### src/rtl/sisc_mc_ctrl.sv
// sisc_mc_ctrl: multicycle SISC control FSM with memory wait states, fault timeout and retire counter
module sisc_mc_ctrl #(
    parameter int OP_W     = 4,
    parameter int CC_W     = 4,
    parameter int IMM_MM   = 8,
    parameter int MAX_WAIT = 15,
    parameter int CNT_W    = 16
) (
    input  logic             clk,
    input  logic             rst_f,
    input  logic [OP_W-1:0]  opcode,
    input  logic [CC_W-1:0]  mm,
    input  logic [CC_W-1:0]  stat,
    input  logic             mem_rdy,
    output logic             mem_req,
    output logic             rf_we,
    output logic             wb_sel,
    output logic [1:0]       alu_op,
    output logic             rb_sel,
    output logic             pc_sel,
    output logic             pc_write,
    output logic             pc_rst,
    output logic             ir_load,
    output logic             br_sel,
    output logic             mux_16_sel,
    output logic             dm_we,
    output logic             halted,
    output logic             fault,
    output logic [CNT_W-1:0] instr_cnt
);
    localparam int WAIT_W = MAX_WAIT > 0 ? $clog2(MAX_WAIT + 1) : 1;
    localparam logic [OP_W-1:0] OP_LOD = OP_W'(1);
    localparam logic [OP_W-1:0] OP_STR = OP_W'(2);
    localparam logic [OP_W-1:0] OP_BRA = OP_W'(4);
    localparam logic [OP_W-1:0] OP_BRR = OP_W'(5);
    localparam logic [OP_W-1:0] OP_BNE = OP_W'(6);
    localparam logic [OP_W-1:0] OP_BNR = OP_W'(7);
    localparam logic [OP_W-1:0] OP_ALU = OP_W'(8);
    localparam logic [OP_W-1:0] OP_HLT = OP_W'(15);

    typedef enum logic [2:0] {
        S_START, S_FETCH, S_DECODE, S_EXEC, S_MEM, S_WB, S_HALT, S_FAULT
    } state_t;

    state_t            state_q, state_d;
    logic [WAIT_W-1:0] wait_q, wait_d, wait_inc;
    logic [CNT_W-1:0]  cnt_q, cnt_d;
    logic              retire, taken, timeout;

    always_comb begin
        mem_req    = 1'b0;
        rf_we      = 1'b0;
        wb_sel     = 1'b0;
        alu_op     = 2'b00;
        rb_sel     = 1'b0;
        pc_sel     = 1'b0;
        pc_write   = 1'b0;
        pc_rst     = 1'b0;
        ir_load    = 1'b0;
        br_sel     = 1'b0;
        mux_16_sel = 1'b0;
        dm_we      = 1'b0;
        state_d    = state_q;
        wait_d     = '0;
        retire     = 1'b0;
        wait_inc   = wait_q + 1'b1;
        timeout    = (MAX_WAIT != 0) && (wait_inc == WAIT_W'(MAX_WAIT));
        taken      = (opcode == OP_BNE || opcode == OP_BNR) ? ((stat & mm) == '0) : ((stat & mm) != '0);
        halted     = (state_q == S_HALT) || (state_q == S_FAULT);
        fault      = state_q == S_FAULT;
        case (state_q)
            S_START: begin
                pc_rst  = 1'b1;
                state_d = S_FETCH;
            end
            S_FETCH: begin
                mem_req  = 1'b1;
                ir_load  = mem_rdy;
                pc_write = mem_rdy;
                state_d  = mem_rdy ? S_DECODE : timeout ? S_FAULT : S_FETCH;
                wait_d   = (mem_rdy || timeout) ? '0 : wait_inc;
            end
            S_DECODE: begin
                if (opcode == OP_HLT) begin
                    state_d = S_HALT;
                end else if (opcode inside {OP_ALU, OP_LOD, OP_STR}) begin
                    state_d = S_EXEC;
                end else begin
                    br_sel = opcode inside {OP_BRA, OP_BNE};
                    if (opcode inside {OP_BRA, OP_BRR, OP_BNE, OP_BNR} && taken) begin
                        pc_sel   = 1'b1;
                        pc_write = 1'b1;
                    end
                    retire  = 1'b1;
                    state_d = S_FETCH;
                end
            end
            S_EXEC: begin
                alu_op  = {opcode != OP_ALU, mm == CC_W'(IMM_MM)};
                state_d = (opcode == OP_ALU) ? S_WB : S_MEM;
            end
            S_MEM: begin
                mem_req    = 1'b1;
                mux_16_sel = mm == '0;
                alu_op     = {opcode != OP_ALU, mm == CC_W'(IMM_MM)};
                rb_sel     = opcode == OP_STR;
                dm_we      = opcode == OP_STR;
                retire     = mem_rdy && (opcode == OP_STR);
                state_d    = mem_rdy ? ((opcode == OP_STR) ? S_FETCH : S_WB) : timeout ? S_FAULT : S_MEM;
                wait_d     = (mem_rdy || timeout) ? '0 : wait_inc;
            end
            S_WB: begin
                rf_we   = 1'b1;
                wb_sel  = opcode == OP_LOD;
                retire  = 1'b1;
                state_d = S_FETCH;
            end
            S_HALT, S_FAULT: state_d = state_q;
        endcase
        cnt_d = cnt_q + CNT_W'(retire);
    end

    always_ff @(posedge clk or negedge rst_f) begin
        if (!rst_f) begin
            state_q <= S_START;
            wait_q  <= '0;
            cnt_q   <= '0;
        end else begin
            state_q <= state_d;
            wait_q  <= wait_d;
            cnt_q   <= cnt_d;
        end
    end

    assign instr_cnt = cnt_q;
endmodule

### config.mk
export PLATFORM = sky130hd
export DESIGN_NAME = sisc_mc_ctrl
export DESIGN_NICKNAME = d
export VERILOG_FILES = /design/src/rtl/sisc_mc_ctrl.sv
export SDC_FILE = /design/constraint.sdc
export NUM_CORES = 1
export LEC_CHECK = 0
export CAP_MARGIN = 20
export CORE_MARGIN = 4
export CORE_UTILIZATION = 44
export DETAILED_ROUTE_END_ITERATION = 7
export PLACE_DENSITY = 0.79
export SETUP_SLACK_MARGIN = 0.02
export SYNTH_ARGS = -nofsm -noshare
export SYNTH_HDL_FRONTEND = slang
export SYNTH_SLANG_ARGS = --single-unit
### constraint.sdc
create_clock -name clk -period 2.8 [get_ports clk]
set_clock_uncertainty 0.15 [all_clocks]
set_input_delay 0.28 -clock clk [delete_from_list [all_inputs] [get_ports clk]]
set_output_delay 0.28 -clock clk [all_outputs]
set_load 0.01 [all_outputs]
# --- Yosys cells after proc, flatten, opt, wreduce, memory -nomap -nowiden ---
# Index checks and enable logic that the tools add are counted.
# W data, S select, Z words.
word_totals:
  register_bits: 23
  latch_bits: 0
  ramBits: 0
  romBits: 0
  in_bits: 15
  out_inout_bits: 31
  word_cells: 71
  mem_count: 0
op_classes:
  n_addsub: 2
  multipliers: 0
  div_mod_pow: 0
  order_cmp: 0
  n_eq_ne: 18
  shift: 0
  mux: 31
  n_bitwise: 1
  n_reduce_logical: 16
op_table:
  columns: ["op", "n"]
  rows:
  - ["$mux W1", 18]
  - ["$add A16 B1 Y16", 1]
  - ["$eq A4 B3 Y1 const B", 4]
  - ["$eq A4 B4 Y1 const B", 4]
  - ["$mux W3", 5]
  - ["$pmux W3 S5", 1]
  - ["$eq A3 B3 Y1 const B", 4]
  - ["$logic_not A4 Y1", 2]
  - ["$mux W4", 2]
  - ["$reduce_bool A4 Y1", 2]
  - ["$reduce_or A2 Y1", 4]
  - ["$eq A3 B2 Y1 const B", 2]
  - ["$mux W2", 3]
  - ["$add A4 B1 Y4 const B", 1]
  - ["$and A4 B4 Y4", 1]
  - ["$eq A4 B1 Y1 const B", 1]
  - ["$eq A4 B2 Y1 const B", 1]
  - ["$ne A4 B4 Y1 const B", 1]
  - ["$eq A3 B1 Y1 const B", 1]
  - ["$logic_not A3 Y1", 1]
  - ["$logic_or A1 B1 Y1", 3]
  - ["$pmux W1 S3", 1]
  - ["$reduce_bool A3 Y1", 1]
  - ["$logic_and A1 B1 Y1", 2]
  - ["2 further kinds", 2]

# --- Longest topological paths before layout ---
# Gate-level depths: netlist (run 1).
logic_depth:
  word_depth: 8
  depth_mapped: 10
  mapped_depth_nobuf: 10

# --- Least setup slack after synthesis (run 1) ---
# No wires, ideal clock.
synth_path:
  path_kind: "input to register"
  startpoint: "in opcode[0]"
  endpoint: "reg cnt_q[12], in the netlist instr_cnt[12]"
  arrival_ns: 2.024
  required_ns: 2.524
  path_slack_ns: 0.500
  path_stages: 10
  n_path_buf: 0
  path_cell_list: "nor4b_1 -> a21oi_1 -> nor2_1 -> a32o_1 -> ha_1 -> ha_1 -> inv_1 -> nor4_1 -> nand2_1 -> xnor2_1"
synth_between:
  elab_chain_cells: 6
synth_lines:
  columns: ["item", "line_no", "text"]
  rows:
  - ["from (decl)", "11", "input logic [OP_W-1:0] opcode,"]
  - ["$eq A4 B4 Y1, or another cell as far along", "86", "end else if (opcode inside {OP_ALU, OP_LOD, OP_STR}) begin"]
  - ["$reduce_bool A3 Y1", "86", null]
  - ["$mux W1", "86", null]
  - ["$mux W1", "84", "if (opcode == OP_HLT) begin"]
  - ["$pmux W1 S3 *", "71", "case (state_q)"]
  - ["$add A16 B1 Y16 *", "120", "cnt_d = cnt_q + CNT_W'(retire);"]
  - ["net cnt_d[12]", "47", "logic [CNT_W-1:0] cnt_q, cnt_d;"]
  - ["to (signal assigned)", "131", "cnt_q <= cnt_d;"]
  - ["to (decl)", "47", null]
# Mark *: on every way through the listed nets, which the timed path passes. The rest lies on a longest branch.
# A chain may end at the register's enable or synchronous reset.

# --- Final worst setup path (run 1) ---
layout_path:
  startpoint: "in opcode[0]"
  endpoint: "reg cnt_q[14], in the netlist instr_cnt[14]"
# The elaborated chain is that of the path after synthesis.

==> run summary, run 1 <==
Final period util - 92.3%
Post-Layout Inst Area - 0.00187 mm^2
YS warnings - 0
post-synthesis cell count - 130
syn_nets - 149
CP Launch Type - input pin
final net count - 205
I/O pins - 46
Slew headroom - 71.7%
Syn Area/Cell - 9.87 um^2
clk_lat worst skew - 0.32 ns
Post CTS Setup Buffer Count - 0
Placement Cell Area - 0.00182 mm^2
Worst Setup End Kind - flop
RR Endpoint - instr_cnt[14]
Hold Crit Class - input pin to asynchronous set/reset pin
fin cells - 216
final wirelength - 3210 um
CP Class - input pin to flop
fin worst setup slack - 0.217 ns
synth-to-layout area growth - 45.6%
Tmin final - 2.58 ns
Register Area - 576 um^2
Num Clock Sinks - 23
Synth area leaders - dfrtp_1 45%, xnor2_1 6.8%, xor2_1 4.8%, nor2_1 4.7%, ha_1 3.9%
CTS hold repair buffers - 0
Max-Cap Viols - 0
Vias/cell - 5.42
share of cells above drive strength 1 - 9.19%
routed length per instance - 14.8 um
Worst Path Max Fanout - 5
TritonCTS Buffers - 3
Die X-Extent - 62.0 um
drt first pass iters - 4
Max clock buf depth - 2
commonest cells after routing, fill and taps aside - 45 x clkdlybuf4s50_1, 23 x dfrtp_1, 16 x nor2_1, 10 x xnor2_1
commonest non-fill, non-tap cell in the layout - clkdlybuf4s50_1
peak supply drop - 0.604 mV
core area - 0.00278 mm^2
Seq/Total Area, Yosys - 44.9%
Starting Density - 46.1%
Hold Violations, Final - 0
synthesis-stage register bit count - 23
Fmax - 387 MHz
final max-slew violation count - 0
filler instances - 238
first-pass GRT wire length - 5090 um
Tightest Pin Transition - 0.425 ns
Final ANT Viol Nets - 0
via count - 1171
CP arrival - 2.65 ns
Synth cell types - 37
port buffer count - 45
DIE HEIGHT - 62.0 um
Clock transition at path regs - 0.13 ns
Final Wtd Congestion - 0.812
die area - 0.00384 mm^2
Detail Placement HPWL - 2480 um
initial antenna violation count - 0
pin count of the biggest net entering global routing - 24
Required @ worst endpoint - 2.87 ns
status - finished clean
Final setup viols - 0
multi-input logic area - 689 um^2
CTS tree - built
H-tree levels - 1
drt drc - 0
GRT overflow - 0
Pleak - 0.769 nW
vias in the first global route - 1203
PD cells - 637 mW/mm^2
setup slack, reg-to-reg - 0.54 ns
r2r worst-path depth - 8
RSZ-0062 raised after global routing - no
total global-route track usage - 18.0%
Syn Std Cell Area - 0.00128 mm^2
ANT cells - 0
number of DRC markers in iteration 0 - 16
CTS root buf - clkbuf_4
post-place setup slack - -0.286 ns
row count - 19
post-synth top area cell - dfrtp_1
Synth top area share - 44.9%
worst flop-to-flop path startpoint - state_q[2]
Placed Cells incl. Taps - 212
worst max-delay path: stages:
cell,delay (ns)
clkdlybuf4s50_1,0.49
nor4b_2,0.39
a21oi_1,0.12
nor2_1,0.15
a32o_1,0.16
ha_1,0.20
ha_1,0.21
inv_1,0.07
nor4_2,0.34
nand2_1,0.12
xnor2_1,0.13
layout make-up:
type / instances / area share, %
clock inverters: 1 / 0.402
repair buffers: 54 / 27.7
inverters: 4 / 0.804
multi-input cells: 100 / 36.9
clock buffers: 3 / 1.21
well taps: 31 / 2.08
flip-flops and latches: 23 / 30.8
synthesized netlist by cell type:
cell type   n
nor4b_1     4
o22ai_1     1
o211ai_1    1
nor3_1      5
xor2_1      7
xnor2_1    10
nor2_1     16
and4_1      1
a211oi_1    2
ha_1        4
and2_1      2
a21boi_1    1
a22o_1      1
nand2b_1    3
o22a_1      1
dfrtp_1    23
a21oi_1     3
a221oi_1    1
nor4_2      1
o2111ai_4   1
inv_1       4
nand2_1     9
and3b_1     1
or4_1       1
and3_1      4
nor2b_1     1
clkbuf_1    2
buf_4       1
nand4b_1    2
nand3_1     9
nor4_1      2
nand4_1     1
nor3b_1     1
o21ai_0     1
a21boi_0    1
a211o_1     1
a32o_1      1
sequential cells by signal, indices dropped and copies added (netlist names):
register / flops
state_q: 3
instr_cnt: 16
wait_q: 4
how the worst max path moves through the flow:
stage	startpoint	to	slack [ns]	cells after the start
detailed placement	opcode[0]	instr_cnt[14]	-0.29	11
global route	opcode[0]	instr_cnt[14]	0.02	11
floorplan	opcode[0]	instr_cnt[12]	0.50	10
global placement	opcode[0]	instr_cnt[14]	-0.07	11
CTS	opcode[1]	instr_cnt[14]	0.07	11
finish	opcode[0]	instr_cnt[14]	0.22	11
layer usage:
metal	wire length [um]	GRT usage [%]	share of wire, %	up-vias
met5	0	0	0	-
li1	-	-	-	574
met3	284	5.17	8.9	5
met4	47	7.27	1.5	0
met1	1340	20.6	42	543
met2	1540	31.4	48	49
through the flow:
step / util (%) / power (W) / setup TNS [ns] / hold WS [ns]
final: 67.1 / 0.00119 / 0 / 0.140
after global routing: 67.1 / 0.00128 / 0 / 0.138
after CTS: 66.7 / 0.00120 / 0 / 0.138
after detailed placement: 65.6 / 0.00104 / -1.06 / 0.326
after global placement: 65.6 / 0.00102 / -0.149 / 0.309
after floorplan: - / 0.000742 / 0 / -0.166
cells by family (layout without fill, tap and decap cells):
kind of cell	Yosys count	in the layout	synth area share (%)
XOR/XNOR	17	17	11.6
AO/OA/AOI/OAI	16	16	10.5
flip-flops	23	23	44.9
AND/OR/NAND/NOR	63	63	26.7
buffers and inverters	7	62	2.34
adder cells (fa/ha/maj)	4	4	3.90
repair_timing:
item / CTS / global route
setup endpoints to repair: 0 / 4
hold endpoints to repair: 0 / 0
resized for setup: 0 / 2
where the power goes:
part | internal (W) | total [W] | switching, W
registers | 0.000399 | 0.000510 | 0.000111
clock network | 0.0000547 | 0.000158 | 0.000103
logic | 0.000287 | 0.000522 | 0.000234
total | 0.000741 | 0.00119 | 0.000449
Note: power is estimated with default switching activity, not from simulation.
==> run 2, diff against run 1 <==
--- a/config.mk
+++ b/config.mk
@@ -5,7 +5,6 @@
 export SDC_FILE = /design/constraint.sdc
 export NUM_CORES = 1
 export LEC_CHECK = 0
-export CAP_MARGIN = 20
 export CORE_MARGIN = 4
 export CORE_UTILIZATION = 44
 export DETAILED_ROUTE_END_ITERATION = 7
@@ -14,3 +13,4 @@
 export SYNTH_ARGS = -nofsm -noshare
 export SYNTH_HDL_FRONTEND = slang
 export SYNTH_SLANG_ARGS = --single-unit
+export TNS_END_PERCENT = 5
==> results of run 2 <==
No change in the layout: final DEF, timing and power equal those of run 1.
==> RTL edit 1, RTL diff (config.mk and constraints of run 2) <==
Register the output `instr_cnt` once more, without a reset; this adds one clock of latency there. The other outputs are not delayed to match.
--- a/src/rtl/sisc_mc_ctrl.sv
+++ b/src/rtl/sisc_mc_ctrl.sv
@@ -133,5 +133,7 @@
     end
 
-    assign instr_cnt = cnt_q;
+    always_ff @(posedge clk) begin
+        instr_cnt <= cnt_q;
+    end
 endmodule
 
Function: changed (Yosys sat finds a counterexample within 4 cycles, from zero or initial values and one cycle with rst_f low).
==> RTL edit 1 against run 2 <==
  * Design area up 25%
  * Sequential cell count is 16 higher
  * Utilization up 0.24 points
  * Total power grew 42%
  * Wire length is 14% higher
  * Non-clock buffer count grew 2
  * Clock power rose to 2.6 times the old value
  * Via count grew 16%
  * Setup slack worse by 0.066 ns
  * Area after synthesis increased by 29%
==> RTL edit 1: results (changes against run 2) <==
Routing
  • Initial DRC Count: 65 (+49)
  • Vias per cell: 5.12 (-5.5%)
  • First-pass iteration count of the detailed router: 4 (unchanged)
  • Drt wl/cell: 13.8 µm (-7.3%)

Clocking
  • Root buf cell: clkbuf_8
  • Clk Latency, worst-skew pair: 0.29 ns (-0.03 ns)
  • Postcts setup bufs: 0 (unchanged)
  • H-tree depth: 2 (+1)
  • CTS clk-pin slew, worst paths: 0.07 ns (-0.06 ns)
  • CTS max path bufs: 2 (unchanged)
  • TritonCTS Buffers: 5 (+2)

STA
  • Slew @ Worst Pin: 0.360 ns (-0.0652 ns)

Synth
  • Yosys Warn Count: 0 (unchanged)
  • Ys async rst share: 0.590 (-0.410)
  • Post-synthesis sequential area ratio: 0.543 (+0.0941)
  • Synth Flop Type: dfrtp_1
  • List of most frequent post-synthesis cells: dfrtp_1 (23), dfxtp_1 (16), nor2_1 (16)
  • Mapped Nets: 177 (+19%)
  • Synth area leaders: dfrtp_1 (35%), dfxtp_1 (19%), xnor2_1 (4.8%), xor2_1 (4.2%), nor2_1 (3.6%)
  • Cell variety after synth: 40 (+8.1%)

Setup path
  • Max FO, Critical Path: 5 (unchanged)
  • CP Data Arrival Time: 2.22 ns (-0.43 ns)
  • Internal reg-to-reg setup slack: 0.48 ns (-0.06 ns)
  • Worst R2R Start: state_q[0]$_DFFE_PN0N_
  • Crit path from: opcode[2]
  • Cells on worst reg2reg path: 9 (+1)
  • Reg2reg end: cnt_q[12]$_DFF_PN0_

Placement
  • Dpl ws: -0.118 ns (+0.168 ns)
  • Number of port buffers: 45 (unchanged)
  • RD Place Congestion: 0.867 (+6.8%)
  • Placed inst area: 2230 µm² (+22%)
  • DP HPWL: 2860 µm (+15%)

Power and ir drop
  • Switching power: 0.000533 W (+19%)
  • Worst vdd ir: 0.000351 V (-42%)
  • Static Leak: 1.05 nW (+36%)

Finish
  • Top Registers: cnt_q: 16 flops, instr_cnt: 16 flops, wait_q: 4 flops
  • Fillers: 281 (+18%)
  • Layout net count: 238 (+16%)
  • Share of cells above drive strength 1: 0.109 (+0.0172)
  • Ant. Diodes: 0 (unchanged)

Global routing
  • Gr usage total: 0.164 (-0.0166)
  • Largest net degree at the start of global routing: 24 (unchanged)
  • Initial antenna violation count: 0 (unchanged)
  • Vias in the first global route: 1,417 (+18%)
  • First-pass GRT wire length: 6320 µm (+24%)

Hold path
  • Hold/Removal Path Class: in -> async

Status
  • Status: complete, no violations
-- RTL edit 1: changes by cell type after synthesis, moves of 2 or more --
cell / run 2 / this run
o21ai_0: 1 / 3
inv_1: 4 / 9
nor4b_1: 4 / 0
dfxtp_1: 0 / 16
nor2b_1: 1 / 4
a31oi_1: 0 / 4
nand3_1: 9 / 11
nand4b_1: 2 / 0
-- RTL edit 1: final cells by class --
cell class,count,area (µm²),area share
clock buffer,7,96.3,0.0412
multi-input combinational,108,709,0.304
sequential,39,896,0.384
tap,46,57.6,0.0246
clock inverter,1,7.51,0.00321
inverter,9,33.8,0.0145
timing repair buffer,56,536,0.229
-- RTL edit 1: per-layer routing --
metal	vias to the layer above	wire, µm	track usage	share of wire
li1	674	-	-	-
met1	643	1520	0.174	0.42
met2	41	1860	0.288	0.51
met3	5	205	0.0551	0.056
met4	0	72	0.0781	0.020
met5	-	0	0	0
-- RTL edit 1: repair_timing --
item	4_1_cts	5_1_grt
endpoints found under the setup margin	0	2
endpoints found under the hold margin	0	0
gates resized for setup	0	1
-- RTL edit 1: kinds of logic after synthesis --
group	Yosys count	synth area share
AOI/OAI and AO/OA	23	0.0993
xor gates and xnor gates	17	0.0902
adders and majority gates	4	0.0303
muxes	1	0.00682
buffers and inverters	11	0.0273
and+or+nand+nor	63	0.203
DFF	39	0.543
-- RTL edit 1: worst max path at each step --
| stage | depth (start not counted) | slack (ns) | end |
|---|---|---|---|
| global route | 11 | 0.01 | cnt_q[14]$_DFF_PN0_ |
| finish | 5 | 0.15 | pc_sel |
| CTS | 5 | 0.08 | pc_write |
| floorplan | 10 | 0.59 | cnt_q[12]$_DFF_PN0_ |
| global placement | 11 | 0.01 | cnt_q[14]$_DFF_PN0_ |
| detailed placement | 11 | -0.12 | cnt_q[12]$_DFF_PN0_ |
-- RTL edit 1: critical path, cell delays in order --
cell,delay [ns]
clkdlybuf4s50_1,0.58
inv_1,0.09
or4_1,0.59
nor2_1,0.13
clkdlybuf4s50_1,0.55
-- RTL edit 1: power groups by stage --
stage               registers (W)  clock network (W)  logic [W]
floorplan                0.000756                  0   0.000248
global placement         0.000759                  0   0.000517
detailed placement       0.000764                  0   0.000529
CTS                      0.000754           0.000418   0.000534
global route             0.000771           0.000443   0.000582
finish                   0.000753           0.000407   0.000528
-- RTL edit 1: metrics by stage --
step                hold WS [ns]  power, W  instances  TNS, ns
floorplan                 -0.166   0.00100        158        0
global placement           0.224   0.00128        258        0
detailed placement         0.222   0.00129        258   -0.509
CTS                        0.203   0.00171        266        0
global route               0.220   0.00180        266        0
finish                     0.198   0.00169        266        0
==> RTL edit 2, RTL diff (flow settings as in run 2) <==
Without the edit above. Set the parameter `CNT_W` to 24 (it was 16).
--- a/src/rtl/sisc_mc_ctrl.sv
+++ b/src/rtl/sisc_mc_ctrl.sv
@@ -5,5 +5,5 @@
     parameter int IMM_MM   = 8,
     parameter int MAX_WAIT = 15,
-    parameter int CNT_W    = 16
+    parameter int CNT_W    = 24
 ) (
     input  logic             clk,
Ports: changed (resized instr_cnt); port bits go from 46 to 54. No check against the original RTL was run, so the function may have changed too.
==> RTL edit 2 against run 2 <==
  * Via count up 24%
  * Total power up 30%
  * Setup slack worse by 0.068 ns
  * Wire length increased by 22%
  * Sequential power is 21% higher
  * First-iteration DRC count rose to 7.6 times the old value
  * Critical path depth shrank 1
  * Synthesized cell count increased by 29%
  * Worst hold slack improved by 0.095 ns
  * Sequential cell count increased by 8
  * Design area is 31% higher
  * Area after synthesis grew 30%
  * Sequential share of layout area rose by 0.88 points
==> RTL edit 2: results (changes against run 2) <==
Synth
  • Synth top area share: 0.465 (+0.0163)
  • Post-synthesis sequential area ratio: 0.465 (+0.0163)
  • Cell variety after synth: 41 (+11%)
  • Ys async rst share: 1.00 (unchanged)
  • List of most frequent post-synthesis cells: dfrtp_1 (31), nor2_1 (15), xnor2_1 (15)
  • Synth area leaders: dfrtp_1 (47%), xnor2_1 (7.9%), xor2_1 (5.8%), nor2_1 (3.4%), nand3_1 (3.3%)
  • Cells after Synth: 168 (+29%)
  • Mapped Nets: 187 (+26%)

Placement
  • Placed inst area: 2330 µm² (+28%)
  • Placed Instances: 276 (+30%)
  • Dpl ws: -0.233 ns (+0.0529 ns)
  • DP HPWL: 2930 µm (+18%)
  • RD Place Congestion: 0.799 (-1.6%)
  • Number of port buffers: 53 (+18%)

Setup path
  • Internal reg-to-reg setup slack: 0.46 ns (-0.08 ns)
  • Crit path from: opcode[2]
  • Top delay family on crit path: simple AND/OR/NAND/NOR gates
  • Cells on worst reg2reg path: 7 (-1)
  • Worst R2R Start: state_q[1]$_DFFE_PN0N_
  • CP max stage cell: or4_4
  • Largest stage delay, worst path: 0.55 ns (+0.06 ns)
  • Max FO, Critical Path: 5 (unchanged)
  • Worst setup path end: instr_cnt[23]$_DFF_PN0_

Routing
  • Initial DRC Count: 122 (+106)
  • Drt wl/cell: 13.8 µm (-7.3%)
  • Vias: 1,447 (+24%)
  • WL met1: 1920 µm (+43%)
  • Met2 WL: 1760 µm (+15%)
  • WL met3: 171 µm (-40%)
  • Vias per cell: 5.10 (-6.0%)

Status
  • Status: complete, no violations

Clocking
  • Clk Latency, worst-skew pair: 0.29 ns (-0.03 ns)
  • Root buf cell: clkbuf_8
  • TritonCTS Buffers: 5 (+2)
  • CTS clk-pin slew, worst paths: 0.07 ns (-0.06 ns)
  • H-tree depth: 2 (+1)
  • CTS max path bufs: 2 (unchanged)

Finish
  • Layout net count: 254 (+24%)
  • Max FFs per register: 24 (+8)
  • Fillers: 287 (+21%)
  • Share of cells above drive strength 1: 0.123 (+0.0310)
  • FF+latch area: 776 µm² (+35%)
  • Ant. Diodes: 0 (unchanged)

Power and ir drop
  • Switching power: 0.000509 W (+13%)
  • Combinational Power: 0.000539 W (+3%)
  • Pwr Total: 0.00154 W (+30%)
  • Static Leak: 1.09 nW (+41%)
  • Worst vdd ir: 0.000542 V (-10%)
  • Register share of total power: 0.398 (-0.031)

STA
  • Setup tns final: 0 ns (unchanged)
  • Final hold slack: 0.235 ns (+0.0952 ns)
  • PnR worst setup slack: 0.149 ns (-0.0677 ns)
  • Slew HR: 0.741 (+0.0240)

Global routing
  • First-pass GRT wire length: 6680 µm (+31%)
  • Largest net degree at the start of global routing: 32 (+33%)
  • Gr usage total: 0.172 (-0.00861)
  • Global routing met3 resource utilization: 0.0594 (+0.00777)
  • Met1 Use GR: 0.226 (+0.0191)
  • M2 GR Usage: 0.256 (-0.0573)
  • Initial antenna violation count: 0 (unchanged)
[RTL edit 2: cell types whose count changed after synthesis, moves of 3 or more]
cell,run 2,this run
nand2_1,9,14
a21oi_1,3,7
xnor2_1,10,15
nand4_1,1,4
dfrtp_1,23,31
nand2b_1,3,7
xor2_1,7,11
[RTL edit 2: logic make-up after synthesis]
kind of cell	after synthesis	synth area share
AOI/OAI and AO/OA	17	0.0720
DFF	31	0.465
muxes	1	0.00675
adders and majority gates	4	0.0300
buffers and inverters	10	0.0248
and+or+nand+nor	79	0.265
xor gates and xnor gates	26	0.137
[RTL edit 2: repair_timing]
item | in CTS | in global routing
endpoints found under the hold margin | 0 | 0
resized for setup | 1 | 4
setup endpoints to repair | 1 | 8
cloned | 0 | 0
pin swaps | 1 | 1
setup buffers | 0 | 0
[RTL edit 2: cell type report]
type	instances	share of cell area
repair buffers	65	0.257
flip-flops and latches	31	0.317
multi-input cells	127	0.353
inverters	5	0.00767
clock buffers	8	0.0409
well taps	48	0.0246
